## src/rtl/matriz_seq_pkg.sv

```systemverilog
// matriz_seq_pkg: matrix geometry, opcodes and sequencer state type shared by the matriz_seq slice
package matriz_seq_pkg;
  localparam int N = 5;
  localparam int ELEM_W = 8;
  localparam int ROW_W = N * ELEM_W;
  localparam int MAT_W = N * ROW_W;
  localparam logic [2:0] OP_ADD = 3'd0;
  localparam logic [2:0] OP_SUB = 3'd1;
  localparam logic [2:0] OP_SMUL = 3'd2;
  localparam logic [2:0] OP_TRANS = 3'd3;
  localparam logic [2:0] OP_OPP = 3'd4;
  typedef enum logic [2:0] {S_IDLE, S_LOAD_A, S_LOAD_B, S_EXEC, S_STORE, S_DONE} state_t;
  function automatic logic op_valid(input logic [2:0] op);
    return op <= OP_OPP;
  endfunction
  // Operations that only consume matrix A.
  function automatic logic op_unary(input logic [2:0] op);
    return op inside {OP_SMUL, OP_TRANS, OP_OPP};
  endfunction
endpackage

```

## src/rtl/matriz_seq_if.sv

```systemverilog
// matriz_seq_if: command handshake, matrix memory port and ALU operand/result bundle
// slave = sequencer side, master = front-end / memory / ALU side.
interface matriz_seq_if #(parameter int ADDR_W = 8);
  import matriz_seq_pkg::*;
  logic start;
  logic [2:0] opcode;
  logic [ELEM_W-1:0] scalar;
  logic [ADDR_W-1:0] base_a, base_b, base_r;
  logic busy, done, err;
  logic [ADDR_W-1:0] mem_addr;
  logic mem_rd_en, mem_wr_en;
  logic [ROW_W-1:0] mem_wdata, mem_rdata;
  logic [MAT_W-1:0] alu_a, alu_b, alu_result;
  logic [ELEM_W-1:0] alu_scalar;
  logic [2:0] alu_op;
  modport slave (
    input start, opcode, scalar, base_a, base_b, base_r, mem_rdata, alu_result,
    output busy, done, err, mem_addr, mem_rd_en, mem_wr_en, mem_wdata, alu_a, alu_b, alu_scalar, alu_op
  );
  modport master (
    output start, opcode, scalar, base_a, base_b, base_r, mem_rdata, alu_result,
    input busy, done, err, mem_addr, mem_rd_en, mem_wr_en, mem_wdata, alu_a, alu_b, alu_scalar, alu_op
  );
endinterface

```

## src/rtl/matriz_seq_row_ctr.sv

```systemverilog
// matriz_seq_row_ctr: 0..5 row counter shared by the load and store phases
// Ports: clk, rst_n, clr (to 0, wins), en (increment), cnt, lt5 (cnt<5), ge1 (cnt>=1).
module matriz_seq_row_ctr (
  input  logic       clk,
  input  logic       rst_n,
  input  logic       clr,
  input  logic       en,
  output logic [2:0] cnt,
  output logic       lt5,
  output logic       ge1
);
  always_ff @(posedge clk or negedge rst_n)
    if (!rst_n) cnt <= '0;
    else cnt <= clr ? 3'd0 : en ? cnt + 3'd1 : cnt;
  assign lt5 = cnt < 3'd5;
  assign ge1 = cnt != 3'd0;
endmodule

```

## src/rtl/matriz_seq.sv

```systemverilog
// matriz_seq: loads A/B row by row, runs the 5x5 matrix ALU, stores the result rows
// Ports: clk, rst_n (async, active low), bus (matriz_seq_if.slave: command handshake,
// matrix memory port, ALU operands/result). Option: MATRIZ_SEQ_SKIP_B_EN skips LOAD_B
// for the single-operand opcodes (scalar mul, transpose, opposite).
module matriz_seq
  import matriz_seq_pkg::*;
#(
  parameter int ADDR_W = 8,
  parameter int ALU_LAT = 1
) (
  input logic clk,
  input logic rst_n,
  matriz_seq_if.slave bus
);
  state_t state;
  logic [2:0] cnt, row_prev, row_next;
  logic lt5, ge1, clr, en, load, skip_b;
  logic [ADDR_W-1:0] base_b_q, base_r_q, addr_q;
  logic busy_q, done_q, err_q, rd_q, wr_q;
  logic [ROW_W-1:0] wdata_q;
  logic [MAT_W-1:0] a_q, b_q, res_q;
  logic [ELEM_W-1:0] scalar_q;
  logic [2:0] op_q;
  logic [15:0] lat_q;
  // Counter is cleared on the last cycle of each phase so every phase starts at row 0.
  assign load = state == S_LOAD_A || state == S_LOAD_B;
  assign en = load || state == S_STORE;
  assign clr = (load && !lt5) || (state == S_STORE && cnt == 3'd4);
  assign row_prev = cnt - 3'd1;
  assign row_next = cnt + 3'd1;
`ifdef MATRIZ_SEQ_SKIP_B_EN
  assign skip_b = op_unary(op_q);
`else
  assign skip_b = 1'b0;
`endif
  matriz_seq_row_ctr u_row_ctr (
    .clk(clk), .rst_n(rst_n), .clr(clr), .en(en), .cnt(cnt), .lt5(lt5), .ge1(ge1)
  );
  // Memory-port outputs are registered, so each branch sets up what the next cycle drives:
  // a read issued with counter c returns data when the counter is c+1, landing in row c.
  always_ff @(posedge clk or negedge rst_n) begin
    if (!rst_n) begin
      state <= S_IDLE;
      busy_q <= 1'b0;
      done_q <= 1'b0;
      err_q <= 1'b0;
      rd_q <= 1'b0;
      wr_q <= 1'b0;
      addr_q <= '0;
      wdata_q <= '0;
      a_q <= '0;
      b_q <= '0;
      res_q <= '0;
      scalar_q <= '0;
      op_q <= '0;
      base_b_q <= '0;
      base_r_q <= '0;
      lat_q <= '0;
    end else begin
      case (state)
        S_IDLE:
          if (bus.start) begin
            op_q <= bus.opcode;
            scalar_q <= bus.scalar;
            base_b_q <= bus.base_b;
            base_r_q <= bus.base_r;
            busy_q <= 1'b1;
            if (op_valid(bus.opcode)) begin
              state <= S_LOAD_A;
              rd_q <= 1'b1;
              addr_q <= bus.base_a;
            end else begin
              state <= S_DONE;
              done_q <= 1'b1;
              err_q <= 1'b1;
            end
          end
        S_LOAD_A, S_LOAD_B: begin
          if (ge1 && state == S_LOAD_A) a_q[int'(row_prev) * ROW_W +: ROW_W] <= bus.mem_rdata;
          if (ge1 && state == S_LOAD_B) b_q[int'(row_prev) * ROW_W +: ROW_W] <= bus.mem_rdata;
          rd_q <= cnt < 3'd4;
          addr_q <= cnt < 3'd4 ? addr_q + ADDR_W'(1) : addr_q;
          if (!lt5) begin
            if (state == S_LOAD_A && !skip_b) begin
              state <= S_LOAD_B;
              rd_q <= 1'b1;
              addr_q <= base_b_q;
            end else state <= S_EXEC;
          end
        end
        S_EXEC:
          if (lat_q == 16'(ALU_LAT - 1)) begin
            lat_q <= '0;
            res_q <= bus.alu_result;
            wdata_q <= bus.alu_result[ROW_W-1:0];
            wr_q <= 1'b1;
            addr_q <= base_r_q;
            state <= S_STORE;
          end else lat_q <= lat_q + 16'd1;
        S_STORE:
          if (cnt == 3'd4) begin
            wr_q <= 1'b0;
            done_q <= 1'b1;
            state <= S_DONE;
          end else begin
            wdata_q <= res_q[int'(row_next) * ROW_W +: ROW_W];
            addr_q <= addr_q + ADDR_W'(1);
          end
        S_DONE: begin
          done_q <= 1'b0;
          err_q <= 1'b0;
          busy_q <= 1'b0;
          state <= S_IDLE;
        end
        default: state <= S_IDLE;
      endcase
    end
  end
  assign bus.busy = busy_q;
  assign bus.done = done_q;
  assign bus.err = err_q;
  assign bus.mem_addr = addr_q;
  assign bus.mem_rd_en = rd_q;
  assign bus.mem_wr_en = wr_q;
  assign bus.mem_wdata = wdata_q;
  assign bus.alu_a = a_q;
  assign bus.alu_b = b_q;
  assign bus.alu_scalar = scalar_q;
  assign bus.alu_op = op_q;
endmodule

```

## src/flat_wrapper.sv

```systemverilog
// flat-port wrapper written by rule: the top's interface ports become plain ports
module matriz_seq_flat import matriz_seq_pkg::*;
#(
  parameter int ADDR_W = 8,
  parameter int ALU_LAT = 1
)
  (clk, rst_n, bus_start, bus_opcode, bus_scalar, bus_base_a, bus_base_b, bus_base_r, bus_mem_rdata, bus_alu_result, bus_busy, bus_done, bus_err, bus_mem_addr, bus_mem_rd_en, bus_mem_wr_en, bus_mem_wdata, bus_alu_a, bus_alu_b, bus_alu_scalar, bus_alu_op);
  matriz_seq_if #(.ADDR_W(ADDR_W)) bus_i ();
  input logic clk;
  input logic rst_n;
  input wire logic [$bits(bus_i.start)-1:0] bus_start;
  input wire logic [$bits(bus_i.opcode)-1:0] bus_opcode;
  input wire logic [$bits(bus_i.scalar)-1:0] bus_scalar;
  input wire logic [$bits(bus_i.base_a)-1:0] bus_base_a;
  input wire logic [$bits(bus_i.base_b)-1:0] bus_base_b;
  input wire logic [$bits(bus_i.base_r)-1:0] bus_base_r;
  input wire logic [$bits(bus_i.mem_rdata)-1:0] bus_mem_rdata;
  input wire logic [$bits(bus_i.alu_result)-1:0] bus_alu_result;
  output wire logic [$bits(bus_i.busy)-1:0] bus_busy;
  output wire logic [$bits(bus_i.done)-1:0] bus_done;
  output wire logic [$bits(bus_i.err)-1:0] bus_err;
  output wire logic [$bits(bus_i.mem_addr)-1:0] bus_mem_addr;
  output wire logic [$bits(bus_i.mem_rd_en)-1:0] bus_mem_rd_en;
  output wire logic [$bits(bus_i.mem_wr_en)-1:0] bus_mem_wr_en;
  output wire logic [$bits(bus_i.mem_wdata)-1:0] bus_mem_wdata;
  output wire logic [$bits(bus_i.alu_a)-1:0] bus_alu_a;
  output wire logic [$bits(bus_i.alu_b)-1:0] bus_alu_b;
  output wire logic [$bits(bus_i.alu_scalar)-1:0] bus_alu_scalar;
  output wire logic [$bits(bus_i.alu_op)-1:0] bus_alu_op;
  assign bus_i.start = bus_start;
  assign bus_i.opcode = bus_opcode;
  assign bus_i.scalar = bus_scalar;
  assign bus_i.base_a = bus_base_a;
  assign bus_i.base_b = bus_base_b;
  assign bus_i.base_r = bus_base_r;
  assign bus_i.mem_rdata = bus_mem_rdata;
  assign bus_i.alu_result = bus_alu_result;
  assign bus_busy = bus_i.busy;
  assign bus_done = bus_i.done;
  assign bus_err = bus_i.err;
  assign bus_mem_addr = bus_i.mem_addr;
  assign bus_mem_rd_en = bus_i.mem_rd_en;
  assign bus_mem_wr_en = bus_i.mem_wr_en;
  assign bus_mem_wdata = bus_i.mem_wdata;
  assign bus_alu_a = bus_i.alu_a;
  assign bus_alu_b = bus_i.alu_b;
  assign bus_alu_scalar = bus_i.alu_scalar;
  assign bus_alu_op = bus_i.alu_op;
  matriz_seq #(.ADDR_W(ADDR_W), .ALU_LAT(ALU_LAT)) u_core (.clk(clk), .rst_n(rst_n), .bus(bus_i));
endmodule
```

## config.mk

```make
export PLATFORM = sky130hd
export DESIGN_NAME = matriz_seq_flat
export DESIGN_NICKNAME = d
export VERILOG_FILES = /design/src/rtl/matriz_seq_pkg.sv /design/src/rtl/matriz_seq_if.sv /design/src/rtl/matriz_seq_row_ctr.sv /design/src/rtl/matriz_seq.sv /design/src/flat_wrapper.sv
export SDC_FILE = /design/constraint.sdc
export NUM_CORES = 1
export LEC_CHECK = 0
export BUFFER_PORTS_ARGS = -buffer_cell sky130_fd_sc_hd__buf_4
export CORE_MARGIN = 8
export CORE_UTILIZATION = 30
export CTS_BUF_LIST = sky130_fd_sc_hd__clkbuf_16
export CTS_CLUSTER_DIAMETER = 80
export CTS_CLUSTER_SIZE = 24
export DETAILED_ROUTE_END_ITERATION = 8
export PLACE_DENSITY = 0.48
export SLEW_MARGIN = 25
export SYNTH_ARGS = -nofsm -noshare
export SYNTH_HDL_FRONTEND = slang
export SYNTH_SLANG_ARGS = --single-unit
```

## constraint.sdc

```tcl
create_clock -name clk -period 5.9 [get_ports clk]
set_clock_uncertainty 0.2 [all_clocks]
set_input_delay 1.18 -clock clk [delete_from_list [all_inputs] [get_ports clk]]
set_output_delay 1.18 -clock clk [all_outputs]
set_load 0.01 [all_outputs]
```

==> flow_metrics.py <==
metrics = {
    "global_route": {
        "grt_pass1_vias": 25700,
        "grt_pass1_wl_um": 191000,
        "gr-total-overflow": 0,
        "grt_max_degree": 120,
        "grtUsageTotal": 0.211,
        "grt_antenna_before_repair": 26,
    },
    "timing": {
        "fin_tns_setup_ns": 0,
        "holdWs_ns": 0.282,
        "finalMaxSlewViolations": 0,
        "rsz0062_at_grt": "no",
        "finalCritPeriodShare": 0.849,
        "hold_violations": 0,
        "finalCriticalPeriod_ns": 5.01,
        "setup_viol": 0,
        "fmax_mhz": 200,
        "worst_pin_slew_ns": 1.03,
        "timing.slew.headroom": 0.306,
    },
    "yosys": {
        "async_flop_share": 1.00,
        "synth_edf_count": 0,
        "synth_top_area_frac": 0.530,
        "synth_seq_cells": 702,
        "synthCells": 2639,
        "syn-cell-area_sq_um": 33100,
        "synth_fp_nets": 2931,
        "synth_top_cell_by_area": "dfrtp_1",
        "avgSynthCellArea_sq_um": 12.6,
        "synth_flop_cell": "dfrtp_1",
        "ys_warn_count": 0,
        "synth_cell_types": 92,
        "seq_area_frac_synth": 0.530,
        "yosys-top-cells-area": "dfrtp_1 53%, mux2_2 19%, mux4_2 3.8%",
    },
    "layout": {
        "layout-drive-gt1-share": 0.470,
        "post-route-util": 0.383,
        "nets": 3611,
        "final_common_cell": "buf_4",
        "multi_input_area_sq_um": 14800,
        "regArea_sq_um": 17600,
        "area_growth_pct": 27.2,
        "fillCellCount": 10900,
        "final_cell_count_no_fill": 4860,
        "final_cell_mix": "785 x buf_4, 701 x dfrtp_1, 565 x mux2_2, 210 x nand2_1, 132 x a21oi_1",
    },
    "worst_setup_path": {
        "required_ns": 6.23,
        "crit_start": "u_core.u_row_ctr.cnt[0]",
        "worstPathMaxFanout": 17,
        "reg2reg_from": "u_core.u_row_ctr.cnt[0]",
        "cp-end-kind": "flop",
        "worstSetupPathType": "reg2reg",
        "cp-start-kind": "flop",
        "arrival_ns": 5.34,
    },
    "clock_network": {
        "cts_buffers": 45,
        "clock_latency_ns": 0.64,
        "clk_path_buf_depth": 3,
        "clkSlewWorstSetupHoldPaths_ns": 0.10,
        "htreeDepth": 2,
        "cts.repair.resized": 0,
        "clock_sinks": 702,
        "cts_setup_buffers": 0,
        "cts_root_buffer": "clkbuf_16",
        "cts_tree": "built",
        "hold_buffers": 0,
    },
    "power_and_ir_drop": {
        "p_leak_nw": 19.5,
        "irDropWorstVdd_mv": 0.428,
        "finalPower_mw": 26.6,
        "power.density_nw_per_um2": 632,
    },
    "detailed_routing": {
        "via_per_inst": 5.14,
        "ant_nets": 0,
        "initialDrtViolationCount": 1732,
        "num_vias": 25000,
        "drc": 0,
        "wl_per_cell_um": 27.5,
        "drt-total-wl_um": 134000,
        "drtPass1Iterations": 6,
    },
    "floorplanning": {
        "initial_core_util": 0.301,
        "die_y_um": 348,
        "dieArea_sq_um": 121000,
        "die_width_um": 348,
        "core_area_sq_um": 110000,
        "core.rowCount": 122,
        "ioPinCount": 742,
    },
    "place": {
        "io_buffers": 741,
        "dpl.hpwl_um": 101000,
        "dp_cells": 4760,
        "place.gp.congestion": 0.843,
    },
    "outcome": {
        "status": "finished clean",
    },
    "min_path": {
        "hp-class": "reg2reg",
        "hp-start": "u_core.lat_q[15]",
    },
    "job": {
        "drv_cap": 0,
    },
}
power by group:
part	leakage (nW)	internal [mW]	switching, mW
logic	9.70	5.81	9.26
registers	8.94	6.63	1.20
clock network	0.806	1.76	1.96
cells in the mapped netlist, types with 18 or more instances:
| cell type | instances |
|---|---|
| mux4_2 | 56 |
| buf_2 | 52 |
| a21oi_1 | 132 |
| mux2i_1 | 55 |
| o31ai_1 | 28 |
| o22ai_1 | 44 |
| inv_1 | 35 |
| o21ai_0 | 102 |
| nand2_1 | 211 |
| nor2_1 | 86 |
| nand3_1 | 74 |
| a31oi_1 | 22 |
| clkbuf_1 | 88 |
| dfrtp_1 | 702 |
| a2bb2o_1 | 18 |
| mux2_2 | 565 |
path summary, 6_finish.rpt:
kind | endpoint | slack, ns | cells past startpoint
worst max-delay path | u_core.bus.alu_b[161] | 0.89 | 10
worst max register to register | u_core.bus.alu_b[161] | 0.89 | 10
worst min register to register | u_core.lat_q[15] | 0.28 | 1
max in group asynchronous | u_core.res_q[86] | 3.83 | 2
worst min-delay path | u_core.lat_q[15] | 0.28 | 1
min in group asynchronous | u_core.bus.alu_a[42] | 0.46 | 1
per-layer routing:
layer | wire length (um) | GRT usage
met3 | 12400 | 0.0720
met5 | 89 | 0
met4 | 3690 | 0.0572
met2 | 63700 | 0.350
met1 | 53700 | 0.263
critical path, stage by stage (launching register included):
cell and delay, ns:
dfrtp_4 0.50, inv_1 0.10, ha_1 0.16, xor2_1 0.27, ha_1 0.45, nand4bb_2 0.40
nor2_1 0.16, ha_1 0.59, nand3_1 0.75, nor4_4 0.88, mux2_2 0.41
sequential cells by signal, summed over array words and instances, names as in the netlist, 8 cells and up:
| signal | flops |
|---|---|
| u_core.bus.alu_a | 200 |
| u_core.bus.alu_b | 200 |
| u_core.res_q | 200 |
| u_core.bus.mem_wdata | 40 |
| u_core.lat_q | 16 |
| u_core.base_b_q | 8 |
| u_core.base_r_q | 8 |
| u_core.bus.alu_scalar | 8 |
| u_core.bus.mem_addr | 8 |
kinds of logic (layout without fill, tap and decap cells):
kind of cell | after synthesis | after routing | synth area share
xor gates and xnor gates | 28 | 28 | 0.00740
AOI/OAI and AO/OA | 480 | 480 | 0.0980
buffers and inverters | 198 | 914 | 0.0252
and+or+nand+nor | 532 | 532 | 0.0840
other | 0 | 17 | 0
adders and majority gates | 14 | 14 | 0.00529
muxes | 685 | 685 | 0.250
DFF | 702 | 702 | 0.530
metrics by stage:
step / instance area [sq um] / setup slack [ns]
finish: 42100 / 0.890
CTS: 42100 / 0.943
global placement: 40400 / 1.01
global route: 42100 / 0.616
detailed placement: 40400 / 0.975
floorplan: 33100 / 1.30
final cells by class:
type / instances / share of cell area
multi-input cells: 1739 / 0.352
repair buffers: 795 / 0.144
well taps: 1488 / 0.0442
flip-flops and latches: 702 / 0.417
inverters: 36 / 0.00321
diodes: 17 / 0.00101
clock inverters: 36 / 0.0110
clock buffers: 47 / 0.0279
Power figures use the tool's default switching activity.
